File: src/rtl/program_sequencer.sv
// Program counter with a LIFO return stack for CALL/RET. PC, stack level and the
// sticky error flag are registers; stack status outputs are decoded from the level.
module program_sequencer #(
    parameter int                ADDR_W      = 8,
    parameter int                STACK_DEPTH = 4,
    parameter logic [ADDR_W-1:0] RESET_VEC   = '0
) (
    input  logic                         CLK,
    input  logic                         RST,
    input  logic                         STALL,
    input  logic                         I_PC,
    input  logic                         L_PC,
    input  logic                         S11,
    input  logic                         S10,
    input  logic                         CALL,
    input  logic                         RET,
    input  logic [ADDR_W-1:0]            OR2_in,
    input  logic [ADDR_W-1:0]            R0_in,
    input  logic [ADDR_W-1:0]            DM_in,
    output logic [ADDR_W-1:0]            PC_out,
    output logic                         STK_EMPTY,
    output logic                         STK_FULL,
    output logic [$clog2(STACK_DEPTH):0] STK_LEVEL,
    output logic                         STK_ERR
);

    localparam int IW = $clog2(STACK_DEPTH);
    localparam int LW = IW + 1;

    logic [ADDR_W-1:0] pc;
    logic [LW-1:0]     level;
    logic              err;
    logic [ADDR_W-1:0] stack [STACK_DEPTH];

    logic [ADDR_W-1:0] pc_inc;
    logic [ADDR_W-1:0] target;
    logic [IW-1:0]     top_idx;
    logic [IW-1:0]     push_idx;
    logic              empty;
    logic              full;
    logic              do_push;

    assign pc_inc   = pc + ADDR_W'(1);
    assign empty    = (level == '0);
    assign full     = (level == LW'(STACK_DEPTH));
    assign push_idx = level[IW-1:0];
    assign top_idx  = level[IW-1:0] - IW'(1);

    // OR2_in already spans the full PC width, so its sign extension is the value itself.
    always_comb begin
        target = pc + OR2_in;
        case ({S11, S10})
            2'b11:   target = R0_in;
            2'b10:   target = DM_in;
            2'b01:   target = OR2_in;
            default: target = pc + OR2_in;
        endcase
    end

    assign do_push = !STALL && !RET && CALL && !full;

    always_ff @(posedge CLK or posedge RST) begin
        if (RST) begin
            pc    <= RESET_VEC;
            level <= '0;
            err   <= 1'b0;
        end else if (!STALL) begin
            if (RET) begin
                if (!empty) begin
                    pc    <= stack[top_idx];
                    level <= level - LW'(1);
                end else begin
                    err <= 1'b1;
                end
            end else if (CALL) begin
                pc <= target;
                if (!full) begin
                    level <= level + LW'(1);
                end else begin
                    err <= 1'b1;
                end
            end else if (L_PC) begin
                pc <= target;
            end else if (I_PC) begin
                pc <= pc_inc;
            end
        end
    end

    // Entries are unreadable while empty, so the array itself needs no reset.
    always_ff @(posedge CLK) begin
        if (!RST && do_push) begin
            stack[push_idx] <= pc_inc;
        end
    end

    assign PC_out    = pc;
    assign STK_LEVEL = level;
    assign STK_EMPTY = empty;
    assign STK_FULL  = full;
    assign STK_ERR   = err;

endmodule

File: config.mk
export PLATFORM = sky130hd
export DESIGN_NAME = program_sequencer
export DESIGN_NICKNAME = d
export VERILOG_FILES = /design/src/rtl/program_sequencer.sv
export SDC_FILE = /design/constraint.sdc
export NUM_CORES = 1
export LEC_CHECK = 0
export CAP_MARGIN = 20
export CORE_ASPECT_RATIO = 0.5
export CORE_MARGIN = 3
export CORE_UTILIZATION = 42
export DETAILED_ROUTE_END_ITERATION = 8
export HOLD_SLACK_MARGIN = 0.08
export PLACE_DENSITY = 0.66
export REMOVE_ABC_BUFFERS = 1
export SKIP_CTS_REPAIR_TIMING = 1
export SLEW_MARGIN = 20
export SYNTH_ARGS = -nofsm -noshare
export SYNTH_HDL_FRONTEND = slang
export SYNTH_SLANG_ARGS = --single-unit
File: constraint.sdc
create_clock -name CLK -period 4.6 [get_ports CLK]
set_input_delay 0.92 -clock CLK [delete_from_list [all_inputs] [get_ports CLK]]
set_output_delay 0.92 -clock CLK [all_outputs]
set_load 0.02 [all_outputs]
# Yosys cells after proc, flatten, opt, wreduce, memory -nomap -nowiden

Memories as Yosys holds them, arrays and structs flattened.
Cells that the tools add are included.

Bitwise logic cells: 1
Equality and inequality tests: 7
Reductions and logical operators: 15
$add $sub $neg: 5
Multiplexer cells: 16

Operator list:

| operator                                                            | number |
|---|---|
| 8-bit two-way mux                                                   | 5 |
| 8-bit one-hot mux with 3 select lines                               | 1 |
| 3-bit two-way mux                                                   | 4 |
| 8-bit by 1-bit adder with 8-bit output (second input constant)      | 1 |
| 8-bit adder                                                         | 1 |
| 4-bit AND reduction                                                 | 2 |
| 1-bit two-way mux                                                   | 6 |
| 2-bit == test (second input constant)                               | 2 |
| 1-bit logical AND                                                   | 4 |
| 1-bit zero test                                                     | 4 |
| 2-bit != test (second input constant)                               | 2 |
| 2-bit nonzero test                                                  | 2 |
| 4-bit nonzero test                                                  | 1 |
| 3-bit by 1-bit adder with 3-bit output (second input constant)      | 1 |
| 3-bit == test (second input constant)                               | 1 |
| 3-bit zero test                                                     | 1 |
| 3-bit AND reduction                                                 | 1 |
| 3-bit by 1-bit subtractor with 3-bit output (second input constant) | 1 |
| 2-bit by 1-bit == test with 1-bit output (second input constant)    | 1 |
| 2-bit by 1-bit != test with 1-bit output (second input constant)    | 1 |
| 2-bit by 1-bit subtractor with 2-bit output (second input constant) | 1 |
| 1-bit inverter                                                      | 1 |

RAM bits: 32
Memories: 1
Bits of input ports: 33
Output and inout bits: 14
Bits in registers: 12

Memory list:

| memory | words | bits a word | rd ports | clocked after Yosys merged registers in | write ports | RTL line | RTL |
|---|---|---|---|---|---|---|---|
| stack  | 4     | 8           | 1        | 0                                       | 1           | 33       | `logic [ADDR_W-1:0] stack [STACK_DEPTH];` |

# Logic depth before layout (Yosys ltp)

Depth in word-level cells: 7
Gate-level depth with buffers: 8

# Worst setup path after synthesis

No wires, ideal clock.

Path type: input port to flip-flop
From: in OR2_in[6]
To: reg pc[6] (netlist: PC_out[6])
Data arrival time: 2.382 ns
Library setup time: 0.124 ns
Stages: 6
Path slack: 2.094 ns
Buffers on the path: 0
Required time: 4.476 ns
Cell sequence: ha_1 > nor3b_1 > mux4_2 > a311o_1 > nor3_2 > o21ai_1

Word-level cells in the longest chain between the ends: 5

Ends and longest elaborated chain:

| element                                 | RTL line | RTL |
|---|---|---|
| start, declared                         | 17       | `input logic [ADDR_W-1:0] OR2_in,` |
| 8-bit adder                             | 56       | `default: target = pc + OR2_in;` |
| 8-bit one-hot mux with 3 select lines * | 52       | `case ({S11, S10})` |
| 8-bit two-way mux                       | 82       | `end else if (L_PC) begin` |
| 8-bit two-way mux *                     | 75       | `end else if (CALL) begin` |
| 8-bit two-way mux *                     | 68       | `if (RET) begin` |
| end signal, assigned                    | 70       | `pc <= stack[top_idx];` |
| end signal, assigned                    | 76       | `pc <= target;` |
| end signal, assigned                    | 83       | `pc <= target;` |
| end, declared                           | 30       | `logic [ADDR_W-1:0] pc;` |

Mark *: on every way between the ends. The rest lies on a longest branch, timed or not.
A chain may end at the register's enable or synchronous reset.

# Worst setup path after layout

From: reg level[0] (netlist: STK_LEVEL[0])
To: out STK_EMPTY

Word-level cells in the longest chain between the ends: 1

Ends and longest elaborated chain:

| element                | RTL line | RTL |
|---|---|---|
| start, declared        | 31       | `logic [LW-1:0] level;` |
| start signal, assigned | 71       | `level <= level - LW'(1);` |
| start signal, assigned | 78       | `level <= level + LW'(1);` |
| 3-bit zero test        | 44       | `assign empty = (level == '0);` |
| end, declared          | 21       | `output logic STK_EMPTY,` |

No other way between the ends.

==> results by group <==
Worst hold path
  – Worst Hold Class: register to register

Layout
  – Area grow syn2layout: 26.5%
  – Fin nets: 312
  – Multi-input gate area in the final layout: 1260 µm²
  – Commonest non-fill, non-tap cell in the layout: clkdlybuf4s50_1
  – Layout cells sized above 1: 0.0940
  – Fin cells: 350
  – Most frequent cells in the layout: clkdlybuf4s50_1, edfxtp_1, a21oi_1
  – Antenna Cells: 0
  – Final Cell Area: 3310 µm²
  – Sequential standard cell area: 1260 µm²
  – Fillers: 491
  – Utilization after layout: 0.576

Yosys
  – Yosys warns: 0
  – Synth Area in Adders: 0.0726
  – FF+latch count, synth: 44
  – Post-synth top area share: 0.367
  – Mapped cell area: 2620 µm²
  – Avg Cell Area, Syn: 12.0 µm²
  – Sequential cell area fraction in the yosys report: 0.481
  – Ranking of synthesized cells by area: edfxtp_1, dfrtp_1, mux4_2
  – Ys async rst share: 0.273
  – Primary FF master, synth: edfxtp_1
  – EDFF count, synth: 32
  – Xor/xnor cell area share of the yosys netlist: 0.0334
  – Main combinational cell family by area after synthesis: compound AO/OA/AOI/OAI gates
  – Mux cell area share after synthesis: 0.114
  – Synth cell types: 49
  – Area leader, netlist: edfxtp_1
  – Post-synthesis simple-gate area fraction: 0.115
  – Compound-Gate Fraction of Synth Area: 0.145
  – Cells after Synth: 219

Power
  – Psw: 0.748 mW
  – Clock power share: 0.208
  – Internal Power: 1.23 mW
  – Switching share of power: 0.378
  – PD cells: 598 nW/µm²
  – Logic pwr share: 0.455
  – Flop pwr share: 0.338
  – VDD IR-drop max: 0.000248 V
  – Leak Pwr: 1.22 nW

Worst setup path
  – Crit. End Element: output pin
  – Worst path required time: 3.68 ns
  – Critical path, cell by cell: inv_1, ha_1, nor2b_1, clkdlybuf4s50_1
  – Max incr delay on CP: 0.68 ns
  – Slowest CP cell: clkdlybuf4s50_1
  – CP bufs+invs: 2
  – CP top delay family: buffers and inverters
  – Startpoint Class: register
  – Worst-path maximum fanout: 13
  – Crit path arrival time: 2.47 ns
  – Setup CP Type: register to output pin

Clock network
  – CTS tree: built
  – CTS max path bufs: 2
  – Skew-Pair Late Insertion Delay: 0.28 ns
  – CTS Buf Count: 5
  – CTS Root Cell: clkbuf_16
  – Max H-tree Level: 2
  – Total clock sinks: 44
  – Clock Pin Slew Worst Setup and Hold Paths: 0.06 ns

STA
  – Fmax: 295 MHz
  – Count of final max-slew check failures: 0
  – Worst setup margin: 1.21 ns
  – Setup Viol. Count Final: 0
  – Post-Route Setup TNS: 0 ns
  – Tcrit/Tclk final: 0.736
  – RSZ-0062 raised after global routing: false
  – Post-layout min period: 3.39 ns
  – Post-route clock skew: 0.00372 ns
  – Slew @ Worst Pin: 0.839 ns
  – Final hold violations: 0
  – Slew headroom: 0.439

Detailed routing
  – Metal2 WL: 2.78 mm
  – Final ANT Viol Nets: 0
  – DR WL/cell: 17.4 µm
  – WL met1: 2.95 mm
  – Vias: 1,924
  – Highest metal used: met4
  – DR iter-0 viols: 147
  – Initial DRT Pass Iterations: 4
  – Via density: 5.50
  – Routed WL: 6.10 mm
  – WL met3: 356 µm
  – # DRC: 0

Placed design
  – I/O Buffers: 46
  – DP HPWL: 4.62 mm
  – Place WS: 1.45 ns
  – Placed cells: 342
  – Placed cell area: 3140 µm²
  – RD Place Congestion: 0.884

Status
  – Status: finished clean

Die
  – CORE AREA: 5750 µm²
  – Starting Density: 0.455
  – Die width: 118 µm
  – Die span in y: 61.9 µm
  – Num rows: 19
  – IO Pins: 47
  – Die area: 7280 µm²

GRT
  – Initial antenna violation count: 0
  – Vias in the first global route: 1,888
  – Largest net degree at the start of global routing: 19
  – Grt ovf: 0
  – GRT Overall Usage: 0.174
  – First-pass GRT wire length: 9.78 mm

Flow run
  – Max-cap check violation count: 0
[worst paths after layout]
kind | startpoint | to | slack, ns | depth (start not counted)
hold reg to reg | STK_ERR$_DFFE_PP0P_ | STK_ERR$_DFFE_PP0P_ | 0.48 | 1
setup / recovery | STK_LEVEL[0]$_DFFE_PP0P_ | STK_EMPTY | 1.21 | 4
setup reg to reg | STK_LEVEL[0]$_DFFE_PP0P_ | PC_out[4]$_DFFE_PP0P_ | 1.96 | 6
min in group asynchronous | RST | STK_LEVEL[0]$_DFFE_PP0P_ | 0.97 | 2
hold / removal | STK_ERR$_DFFE_PP0P_ | STK_ERR$_DFFE_PP0P_ | 0.48 | 1
max in group asynchronous | RST | PC_out[2]$_DFFE_PP0P_ | 3.29 | 2
[cell usage after synthesis, drive strengths merged (2+ instances only)]
library cell  number
a211o              3
a211oi             4
a21o               2
a21oi             16
a221oi             2
a31oi              4
and2               4
buf                5
clkbuf             3
dfrtp             12
edfxtp            32
fa                 2
ha                12
inv               13
mux2i              4
mux4              11
nand2              7
nand3              6
nand3b             2
nor2              11
nor2b              5
nor3               9
nor3b              2
o2111a             2
o21a               2
o21ai             12
o22ai              2
o31ai              3
or3                3
or4                2
xnor2              4
xor2               6
[flip-flops by register name, indices dropped and copies added, names as in the netlist]
name and count:
PC_out 8, STK_LEVEL 3, STK_ERR 1, stack 32
[cell type report]
class,instances,share of cell area
multi-input cells,154,0.380
flip-flops and latches,44,0.381
clock inverters,3,0.0140
clock buffers,5,0.0378
inverters,13,0.0147
well taps,84,0.0317
repair buffers,47,0.141
[power by group through the flow]
stage	clock network [mW]	logic [mW]	registers, mW
6_report	0.411	0.900	0.669
5_1_grt	0.436	0.993	0.685
4_1_cts	0.417	0.908	0.669
3_5_place_dp	0	0.901	0.677
3_3_place_gp	0	0.883	0.674
2_1_floorplan	0	0.523	0.712
[layer usage]
| layer | up-vias | global-route usage |
|---|---|---|
| met5 | - | 0 |
| met4 | 0 | 0.0300 |
| met3 | 2 | 0.0353 |
| met2 | 42 | 0.285 |
| met1 | 936 | 0.251 |
| li1 | 944 | - |
[per-stage QoR]
step / hold slack, ns / total power, mW
final: 0.478 / 1.98
after global routing: 0.499 / 2.11
after CTS: 0.480 / 1.99
after detailed placement: 0.465 / 1.58
after global placement: 0.458 / 1.56
after floorplan: 0.591 / 1.24
[cells by family (layout without fill, tap and decap cells)]
| kind of cell | after synthesis | after routing |
|---|---|---|
| muxes | 16 | 16 |
| xor gates and xnor gates | 10 | 10 |
| AOI/OAI and AO/OA | 58 | 58 |
| and+or+nand+nor | 56 | 56 |
| buffers and inverters | 21 | 68 |
| DFF | 44 | 44 |
| adders and majority gates | 14 | 14 |
Note: power is estimated with default switching activity, not from simulation.
